File: config.mk
export PLATFORM = sky130hd
export DESIGN_NAME = key_event_decoder
export DESIGN_NICKNAME = d
export VERILOG_FILES = /design/src/rtl/key_event_decoder.sv
export SDC_FILE = /design/constraint.sdc
export NUM_CORES = 1
export LEC_CHECK = 0
export BUFFER_PORTS_ARGS = -buffer_cell sky130_fd_sc_hd__buf_4
export CAP_MARGIN = 20
export CORE_UTILIZATION = 25
export DETAILED_ROUTE_END_ITERATION = 12
export MAX_ROUTING_LAYER = met4
export PLACE_DENSITY = 0.49
export SLEW_MARGIN = 20
export SYNTH_ARGS = -nofsm -noshare
export SYNTH_HDL_FRONTEND = slang
export SYNTH_SLANG_ARGS = --single-unit
File: constraint.sdc
create_clock -name clk -period 2.1 [get_ports clk]
set_input_delay 0.315 -clock clk [delete_from_list [all_inputs] [get_ports clk]]
set_output_delay 0.315 -clock clk [all_outputs]
set_load 0.02 [all_outputs]
File: src/rtl/key_event_decoder.sv
// key_event_decoder: synchronises and debounces four push-buttons, turns each
// clean single-key press into a 2-bit key code on a valid/ready event port,
// rejects chords and bounces, and flags events dropped on overrun.
module key_event_decoder #(
    parameter int DEBOUNCE_CYC = 50,
    parameter bit KEY_ACT_LOW  = 1'b1
) (
    input  logic       clk,
    input  logic       rst,
    input  logic [3:0] key_in,
    output logic       evt_valid,
    input  logic       evt_ready,
    output logic [1:0] evt_code,
    output logic [3:0] key_state,
    output logic       overrun
);

    localparam int              CNT_W     = (DEBOUNCE_CYC > 1) ? $clog2(DEBOUNCE_CYC) : 1;
    localparam logic [CNT_W-1:0] CNT_MAX  = CNT_W'(DEBOUNCE_CYC - 1);
    localparam logic [3:0]      REL_LEVEL = KEY_ACT_LOW ? 4'hF : 4'h0;

    typedef enum logic [1:0] {
        IDLE      = 2'd0,
        DEB_PRESS = 2'd1,
        WAIT_REL  = 2'd2
    } state_e;

    // Binary index of a one-hot key pattern.
    function automatic logic [1:0] encode_key(input logic [3:0] onehot);
        logic [1:0] idx;
        case (onehot)
            4'b0001: idx = 2'd0;
            4'b0010: idx = 2'd1;
            4'b0100: idx = 2'd2;
            4'b1000: idx = 2'd3;
            default: idx = 2'd0;
        endcase
        return idx;
    endfunction

    logic [3:0]       sync1_q, sync2_q;
    state_e           state_q, state_d;
    logic [CNT_W-1:0] cnt_q, cnt_d;
    logic [3:0]       cap_q, cap_d;
    logic             evt_valid_q, evt_valid_d;
    logic [1:0]       evt_code_q, evt_code_d;
    logic [3:0]       key_state_q, key_state_d;
    logic             overrun_q, overrun_d;

    logic [3:0]       p_s;
    logic             one_hot_s;
    logic             emit_s;

    // Pressed-key pattern from the synchronised inputs, plus one-hot test.
    always_comb begin
        p_s       = sync2_q ^ REL_LEVEL;
        one_hot_s = (p_s != 4'd0) && ((p_s & (p_s - 4'd1)) == 4'd0);
    end

    // Debounce state machine and event-port handshake.
    always_comb begin
        state_d     = state_q;
        cnt_d       = cnt_q;
        cap_d       = cap_q;
        evt_valid_d = evt_valid_q;
        evt_code_d  = evt_code_q;
        key_state_d = key_state_q;
        overrun_d   = overrun_q;
        emit_s      = 1'b0;

        case (state_q)
            IDLE: begin
                if (one_hot_s) begin
                    cap_d   = p_s;
                    cnt_d   = '0;
                    state_d = DEB_PRESS;
                end else begin
                    state_d = IDLE;
                end
            end
            DEB_PRESS: begin
                if (p_s != cap_q) begin
                    state_d = IDLE;
                end else if (cnt_q == CNT_MAX) begin
                    emit_s      = 1'b1;
                    cnt_d       = '0;
                    key_state_d = cap_q;
                    state_d     = WAIT_REL;
                end else begin
                    cnt_d = cnt_q + CNT_W'(1);
                end
            end
            WAIT_REL: begin
                if (p_s != 4'd0) begin
                    cnt_d = '0;
                end else if (cnt_q == CNT_MAX) begin
                    cnt_d       = '0;
                    key_state_d = 4'd0;
                    state_d     = IDLE;
                end else begin
                    cnt_d = cnt_q + CNT_W'(1);
                end
            end
            default: begin
                cnt_d       = '0;
                key_state_d = 4'd0;
                state_d     = IDLE;
            end
        endcase

        // A new event only loads when the slot is free or being taken now.
        if (emit_s) begin
            if (evt_valid_q && !evt_ready) begin
                overrun_d = 1'b1;
            end else begin
                evt_valid_d = 1'b1;
                evt_code_d  = encode_key(cap_q);
            end
        end else if (evt_valid_q && evt_ready) begin
            evt_valid_d = 1'b0;
        end else begin
            evt_valid_d = evt_valid_q;
        end
    end

    // State, synchroniser and output registers with synchronous reset.
    always_ff @(posedge clk) begin
        if (rst) begin
            sync1_q     <= REL_LEVEL;
            sync2_q     <= REL_LEVEL;
            state_q     <= IDLE;
            cnt_q       <= '0;
            cap_q       <= 4'd0;
            evt_valid_q <= 1'b0;
            evt_code_q  <= 2'd0;
            key_state_q <= 4'd0;
            overrun_q   <= 1'b0;
        end else begin
            sync1_q     <= key_in;
            sync2_q     <= sync1_q;
            state_q     <= state_d;
            cnt_q       <= cnt_d;
            cap_q       <= cap_d;
            evt_valid_q <= evt_valid_d;
            evt_code_q  <= evt_code_d;
            key_state_q <= key_state_d;
            overrun_q   <= overrun_d;
        end
    end

    assign evt_valid = evt_valid_q;
    assign evt_code  = evt_code_q;
    assign key_state = key_state_q;
    assign overrun   = overrun_q;

endmodule

==> reports/metrics.yaml <==
grt_pass1_vias: 858
die_area_um2: 5540
ys_warn_count: 0
async_reset_ff_share_pct: 0
netlist_top_cells_count: "dfxtp_1 (28), inv_1 (10), nor2_1 (10)"
wire_per_inst_um: 11.0
antenna_found_initial: 0
clk_path_buf_depth: 2
place.port_buffers: 14
antenna_left: 0
syn_inst: 146
crit_required_ns: 2.31
drtIter0Drc: 61
synthDominantCellAreaShare_pct: 42.7
gp_congestion: 0.783
place_hpwl_mm: 1.79
pre_cts_ws_ns: 0.188
hp-start: "key_in[1]"
dr_total_vias: 1017
final-hold-violation-count: 0
synth.largest_area_cell: "dfxtp_1"
whs_path_depth: 2
fin_tns_setup_ns: 0
drt-total-wl_mm: 2.52
leakagePower_nw: 0.562
start_util_pct: 25.9
path_class: "reg -> reg"
core_um2: 5070
synth_area_leaders: "dfxtp_1 (43%), ha_1 (4.8%), or2_2 (4.3%)"
r2r_end: "cnt_q[1]"
yosysSeqAreaShare_pct: 42.7
worstPathArrival_ns: 2.15
die_y_um: 74.5
grt_overflow: 0
fin_nets: 172
n_antenna_cell: 0
route.detailed.drc: 0
hold_path.class: "in -> reg"
hold_path_end: "sync1_q[1]"
synth.distinct_cells: 32
std_cell_rows: 26
path_max_fanout: 8
drt-vias-per-instance: 4.44
finClkSkew_ns: 0.00619
setup_slack_ns: 0.163
path_clk_slew_ns: 0.10
cp-start-kind: "flip-flop"
cts-root-buf: "clkbuf_8"
postLayoutCoreUtil_pct: 30.9
grtUsageTotal_pct: 9.86
avgSynthCellArea_um2: 8.99
drv_cap: 0
grt_max_degree: 35
post-route-period-util_pct: 92.2
maxSlewViolCount: 0
htreeDepth: 1
tightestPinTransition_ns: 0.452
slew_headroom_pct: 69.5
status: "finished, final reports clean"
yosysMostFrequentCell: "dfxtp_1"
tritoncts: "built"
drive_above_1_share_pct: 20.8
regToRegSetupSlack_ns: 0.16
ios: 15
synth-edff-count: 0
synth-main-ff-cell: "dfxtp_1"
ff2ff_path_depth: 5
grt_pass1_wl_mm: 4.02
areaGrowthSynthToFinish_pct: 19.6
numCtsBuffers: 3
syn_nets: 158
grt_setup_unrepaired: "no"
peakVddDrop_mv: 0.296
r2r-start: "sync2_q[3]"
max_freq_mhz: 516
cts.sinks: 28
setup_violations: 0
die_x_um: 74.5
clock_latency_ns: 0.28
dr.pass1.iters: 4
postCtsSetupRepairBufs: 0
period_minus_slack_ns: 1.94
crit_path_end_kind: "flip-flop"
synth.ff_latch_count: 28
netlist_area_um2: 1310
power.density_nw_per_um2: 725
-- stage by stage --
stage | instances | area (um^2) | hold slack (ns) | total power [mW]
final | 229 | 1570 | 0.216 | 1.14
after global routing | 229 | 1570 | 0.206 | 1.19
after CTS | 229 | 1570 | 0.210 | 1.16
after detailed placement | 225 | 1490 | 0.394 | 0.724
after global placement | 225 | 1490 | 0.394 | 0.721
after floorplan | 146 | 1310 | 0.389 | 0.689
-- worst max-delay path, stage by stage, from the launching register on --
cell	delay [ns]
dfxtp_1	0.46
xor2_1	0.20
nand4_2	0.21
a22o_4	0.34
or4_1	0.51
a21oi_1	0.15
-- cell type report --
cell class / instances / area (um^2)
Timing Repair Buffer: 17 / 128
Clock buffer: 3 / 41.3
Sequential cell: 28 / 561
Multi-Input combinational cell: 100 / 686
Tap cell: 70 / 87.6
Fill cell: 544 / 3500
Inverter: 10 / 37.5
Clock inverter: 1 / 30.0
-- state kept, by name, indices dropped and copies added, names as in the netlist --
signal and flops:
evt_valid 1, cap_q 4, cnt_q 6, state_q 2
sync1_q 4, key_state 4, sync2_q 4, overrun 1
evt_code 2
-- cell usage in the layout (no fill, tap or decap), types with 3 or more instances in the layout --
cell      netlist  layout
a211oi_1        4       4
a21oi_1         9       9
buf_4           0      17
clkbuf_8        0       3
dfxtp_1        28      28
ha_1            5       5
inv_1          10      10
mux2i_1         4       4
nand2_1         3       3
nand2b_1        5       5
nand4_1         5       5
nand4b_1        3       3
nor2_1         10      10
nor2b_1         3       3
nor3_1          3       3
o21ai_0         9       8
o32ai_1         3       3
or2_2           9       9
or3_1           4       4
or4_1           3       3
xnor2_1         3       3
xor2_1          4       4
-- where the power goes --
group	switching (mW)	total (mW)	internal [mW]	leakage (nW)
Clock	0.172	0.427	0.255	0.0357
Combinational	0.0758	0.140	0.0642	0.298
Sequential	0.0221	0.571	0.549	0.228
-- worst max-delay path by stage --
stage | from | endpoint | slack (ns) | cells past startpoint
after floorplan | sync2_q[3] | cnt_q[1] | 0.31 | 6
after global placement | cap_q[2] | cnt_q[1] | 0.25 | 5
after detailed placement | cap_q[3] | cnt_q[1] | 0.19 | 5
after CTS | sync2_q[3] | cnt_q[1] | 0.15 | 5
after global routing | cnt_q[0] | key_state[0] | 0.05 | 6
final | sync2_q[3] | cnt_q[1] | 0.16 | 5
-- per-layer routing --
layer	vias to the layer above	routed length [um]	track usage, %
met1	455	1190	11.9
met3	5	68	2.03
met5	-	0	-
met2	17	1210	15.7
li1	540	-	-
met4	0	55	4.40
-- timing repair --
action / 4_1_cts / 5_1_grt
setup endpoints to repair: 0 / 3
hold buffers: 0 / 0
resized for setup: 0 / 2
-- cell families (layout without fill, tap and decap cells) --
family | after synthesis | in the layout | synth area share, %
muxes | 4 | 4 | 3.05
adders and majority gates | 5 | 5 | 4.77
and+or+nand+nor | 52 | 52 | 23.2
buffers and inverters | 18 | 31 | 5.43
DFF | 28 | 28 | 42.7
xor gates and xnor gates | 7 | 7 | 4.67
AOI/OAI and AO/OA | 32 | 32 | 16.2
No activity file was read; power rests on OpenSTA's default activity.
